--- src/rtl/multibit_mcp_rx.sv ---
`default_nettype none
// ============================================================================
//  Module   : multibit_mcp_rx
//  Desc     : Destination-domain endpoint of the toggle/ack multi-cycle-path
//             multibit CDC. Synchronizes the sender toggle, captures the
//             quasi-static data bus on each toggle edge, presents it on a
//             valid/ready interface and returns a toggle-encoded ack once
//             the word has been consumed.
//  Revision : 1.0 - initial release
// ============================================================================
module multibit_mcp_rx #(
    parameter int DATA_WIDTH  = 32,
    parameter int SYNC_STAGES = 2,   // legal range 2..4
    parameter int COUNT_WIDTH = 16
) (
    input  logic                   clk,
    input  logic                   reset,
    input  logic                   a_toggle,
    input  logic [DATA_WIDTH-1:0]  a_data,
    output logic                   b_ack_toggle,
    output logic                   bvalid,
    output logic [DATA_WIDTH-1:0]  bdata,
    input  logic                   bready,
    output logic                   overflow,
    output logic [COUNT_WIDTH-1:0] rx_count,
    output logic [COUNT_WIDTH-1:0] drop_count
);

    // bvalid is the state itself: EMPTY means no pending word
    typedef enum logic [0:0] {
        EMPTY = 1'b0,
        FULL  = 1'b1
    } state_t;

    localparam logic [COUNT_WIDTH-1:0] c_count_max = '1;

    state_t                  r_state;
    state_t                  w_state_nxt;
    logic [SYNC_STAGES-1:0]  r_sync;
    logic                    r_ref;
    logic                    w_edge;
    logic                    w_accept;
    logic                    w_load;
    logic                    w_drop;
    logic [DATA_WIDTH-1:0]   r_bdata;
    logic                    r_ack;
    logic                    r_overflow;
    logic [COUNT_WIDTH-1:0]  r_rx_count;
    logic [COUNT_WIDTH-1:0]  r_drop_count;

    // Only the synchronized toggle is used for control; a_data is sampled
    // directly on the edge cycle because the sender holds it stable.
    assign w_edge = r_sync[SYNC_STAGES-1] ^ r_ref;

    // Toggle synchronizer chain and edge reference flop
    always_ff @(posedge clk) begin
        if (reset) begin
            r_sync <= '0;
            r_ref  <= 1'b0;
        end else begin
            r_sync <= {r_sync[SYNC_STAGES-2:0], a_toggle};
            r_ref  <= r_sync[SYNC_STAGES-1];
        end
    end

    // State register
    always_ff @(posedge clk) begin
        if (reset) begin
            r_state <= EMPTY;
        end else begin
            r_state <= w_state_nxt;
        end
    end

    // Next-state and per-cycle action decode
    always_comb begin
        w_state_nxt = r_state;
        w_accept    = 1'b0;
        w_load      = 1'b0;
        w_drop      = 1'b0;
        case (r_state)
            EMPTY: begin
                if (w_edge) begin
                    w_load      = 1'b1;
                    w_state_nxt = FULL;
                end
            end
            FULL: begin
                if (bready) begin
                    // Accept; a same-cycle arrival reloads and stays FULL
                    w_accept = 1'b1;
                    if (w_edge) begin
                        w_load = 1'b1;
                    end else begin
                        w_state_nxt = EMPTY;
                    end
                end else if (w_edge) begin
                    // New word while the old one is still pending: drop it
                    w_drop = 1'b1;
                end
            end
            default: w_state_nxt = EMPTY;
        endcase
    end

    // Holding register, ack toggle, sticky overflow and counters
    always_ff @(posedge clk) begin
        if (reset) begin
            r_bdata      <= '0;
            r_ack        <= 1'b0;
            r_overflow   <= 1'b0;
            r_rx_count   <= '0;
            r_drop_count <= '0;
        end else begin
            if (w_load) begin
                r_bdata <= a_data;
            end
            if (w_accept) begin
                r_ack      <= ~r_ack;
                r_rx_count <= r_rx_count + 1'b1;
            end
            if (w_drop) begin
                r_overflow <= 1'b1;
                if (r_drop_count != c_count_max) begin
                    r_drop_count <= r_drop_count + 1'b1;
                end
            end
        end
    end

    assign bvalid       = (r_state == FULL);
    assign bdata        = r_bdata;
    assign b_ack_toggle = r_ack;
    assign overflow     = r_overflow;
    assign rx_count     = r_rx_count;
    assign drop_count   = r_drop_count;

endmodule
`default_nettype wire

--- config.mk ---
export PLATFORM = sky130hd
export DESIGN_NAME = multibit_mcp_rx
export DESIGN_NICKNAME = d
export VERILOG_FILES = /design/src/rtl/multibit_mcp_rx.sv
export SDC_FILE = /design/constraint.sdc
export NUM_CORES = 1
export LEC_CHECK = 0
export CAP_MARGIN = 20
export CORE_ASPECT_RATIO = 1.4
export CORE_MARGIN = 8
export CORE_UTILIZATION = 30
export DETAILED_ROUTE_END_ITERATION = 8
export HOLD_SLACK_MARGIN = 0.12
export MAX_ROUTING_LAYER = met4
export PLACE_DENSITY = 0.62
export SLEW_MARGIN = 0
export SYNTH_ARGS = -nofsm -noshare
export SYNTH_HDL_FRONTEND = slang
export SYNTH_SLANG_ARGS = --single-unit
--- constraint.sdc ---
create_clock -name clk -period 2.4 [get_ports clk]
set_input_delay 0.48 -clock clk [delete_from_list [all_inputs] [get_ports clk]]
set_output_delay 0.48 -clock clk [all_outputs]
set_load 0.03 [all_outputs]
==> summary.md <==
| Metric | Value |
|---|---|
| Status | finished clean |
| CP Class | in2reg |
| Clock skew | 0.005614 ns |
| Sw power | 623.0 uW |
| Peak VDD IR | 0.3474 mV |
| Mapped Avg Cell Area | 8.195 sq um |
| CP arrival | 2.34 ns |
| Share of cells above drive strength 1 | 6.813% |
| Final hold violation count | 0 |
| Synth area leader | dfxtp_1 |
| Fill cells | 913 |
| Number of synthesized register bits | 70 |
| Combinational share of power | 10.1% |
| Die area | 12800 sq um |
| I/O Pins | 103 |
| Syn_nets | 382 |
| WL/cell | 13.78 um |
| Final ANT Viol Nets | 0 |
| Die Height | 130.7 um |
| Worst slew margin | 54.80% |
| DPL Wire Length | 5.583 mm |
| DRC viols | 0 |
| Post-layout minimum cycle time | 2.131 ns |
| Via/cell ratio | 4.779 |
| Most frequent cell after synthesis | nand2_1 |
| Inst Count DP | 551 |
| Total Wirelength | 7.785 mm |
| Total of max-cap violations | 0 |
| First-pass GRT wire length | 13.08 mm |
| Data required, critical path | 2.61 ns |
| Yosys synthesis warning count | 0 |
| Skew-Pair Late Insertion Delay | 0.33 ns |
| Startpoint types | primary input |
| Post-synthesis async set-or-reset flop share | 0% |
| Root buf cell | clkbuf_16 |
| NumNets Final | 490 |
| Final Setup Violations | 0 |
| Slew @ Worst Pin | 0.6718 ns |
| CP max-delay cell | or3_1 |
| Max incr delay on CP | 0.51 ns |
| TritonCTS buffer count | 9 |
| Vias in the first global route | 2664 |
| Hold Path Class | reg2reg |
| Post-Synthesis Cells | 344 |
| Pre-Repair DR Iteration Count | 4 |
| Synth Cell Area | 2819 sq um |
| Chip Width | 97.93 um |
| CTS tree | done |
| Cts hold-fix bufs | 0 |
| Post-synth EDFFs | 0 |
| Fmax achieved | 469.2 MHz |
| Commonest cells post-synth | nand2_1 (75), dfxtp_1 (70), a21oi_1 (46) |
| Initial core utilization | 30.31% |
| Top FF cell, synth | dfxtp_1 |
| Clk network pwr share | 45.7% |
| Max FO, Critical Path | 10 |
| Cell variety after synth | 32 |
| CP Cell Sequence | clkdlybuf4s50_1 > nand4b_1 > or3_1 > nor4_1 > mux2_2 |
| P_int | 2114 uW |
| Top cell type's share of synthesized area | 49.71% |
| RSZ-0062 raised after global routing | no |
| Port Buffers | 102 |
| GPL Wtd Cong | 0.7803 |
| Clk pin slew, worst setup/hold paths | 0.05 ns |
| DRT iter0 DRCs | 66 |
| Post-CTS setup buffer count | 0 |
| Maximum buffer depth of the clock tree | 2 |
| Core region area | 9301 sq um |
| Setup crit end kind | register |
| Post-Layout Cell Count | 565 |
| Total gr overflow | 0 |
| Sequential element share of the synthesized area | 49.71% |
| TNS Setup | 0 ns |
| Tcrit/Tclk final | 88.80% |
| Vias | 2700 |
| Synth top area cells | dfxtp_1 (50%), nand2_1 (10%), a21oi_1 (8.2%), nor2_1 (3.7%), xnor2_1 (3.1%) |
| H-tree depth | 3 |
| Leak | 0.001437 uW |
| Cell area power density | 639.9 nW/um^2 |
| Largest net degree at the start of global routing | 78 |
| Row Count | 42 |
| Clk sinks | 70 |
| Seq pwr share | 44.2% |
| CTS resizes | 0 |
| Max-slew violations | 0 |
| Area Overhead vs Synth | 51.71% |
| Initial antenna violation count | 0 |
| Switching share of power | 22.76% |
| Antenna Cells | 0 |
| Global-route usage over all layers | 13.20% |
==> layout make-up <==
cell class	count	area (sq um)	share of cell area [%]
tap	110	137.6	3.218
clock buffer	12	236.5	5.530
sequential	70	1401	32.77
inverter	7	26.28	0.6144
multi-input combinational	252	1336	31.25
clock inverter	2	35.03	0.8192
timing repair buffer	112	1104	25.80
==> through the flow <==
stage | worst slack (ns) | area [sq um] | total power [uW] | utilization, % | hold WS (ns)
2_1_floorplan | 0.3874 | 2819 | 1367 | - | 0.4138
6_report | 0.2689 | 4277 | 2737 | 45.98 | 0.4468
4_1_cts | 0.3068 | 4277 | 2784 | 45.98 | 0.4517
5_1_grt | 0.1859 | 4277 | 2858 | 45.98 | 0.4684
3_5_place_dp | -0.02538 | 4005 | 1515 | 43.06 | 0.4355
3_3_place_gp | 0.01853 | 4005 | 1511 | 43.06 | 0.4252
==> flip-flops by register name, summed over array words and instances, names as in the netlist <==
| signal | count |
|---|---|
| drop_count | 16 |
| r_ref | 1 |
| bdata | 32 |
| overflow | 1 |
| bvalid | 1 |
| rx_count | 16 |
| b_ack_toggle | 1 |
| r_sync | 2 |
==> critical path: cells and delay by family <==
family        cells  cell delay, ns
simple gates      3            1.04
buf+inv           1            0.44
mux               1            0.37
==> cells in the final DEF, fill, tap and decap left out, types with 9 or more instances in the layout <==
cell type,count
clkdlybuf4s50_1,101
nand2_1,75
dfxtp_1,70
a21oi_1,46
nor2_1,27
nand3_1,13
nor3_1,12
nor2b_1,10
xnor2_1,10
clkbuf_16,9
buf_4,9
==> power by group through the flow <==
stage / Sequential [uW] / Clock, uW / Combinational, uW
6_report: 1210 / 1250 / 276
3_5_place_dp: 1230 / 0 / 280
5_1_grt: 1210 / 1340 / 301
3_3_place_gp: 1230 / 0 / 278
4_1_cts: 1210 / 1290 / 281
2_1_floorplan: 1290 / 0 / 75.5
==> path summary, 6_finish.rpt <==
kind,cells past startpoint,to,slack [ns],startpoint
hold reg to reg,1,r_sync[1],0.45,r_sync[0]
setup / recovery,5,drop_count[11],0.27,bready
hold / removal,1,r_sync[1],0.45,r_sync[0]
setup reg to reg,4,drop_count[11],0.48,drop_count[2]
==> cell families after synthesis <==
| logic type | share of synthesized area, % |
|---|---|
| buffers and inverters | 2.974 |
| AND/OR/NAND/NOR | 28.76 |
| AO/OA/AOI/OAI | 10.92 |
| XOR/XNOR | 4.349 |
| adder cells (fa/ha/maj) | 0.8876 |
| flip-flops | 49.71 |
| multiplexers | 2.397 |
==> layer usage <==
metal	share of wire (%)	global-route usage (%)	routed length (um)
met5	0	-	0
met4	1.2	5.433	95
met3	6.5	5.196	506
met2	50	21.83	3906
met1	42	13.90	3277
No activity file was read; power rests on OpenSTA's default activity.
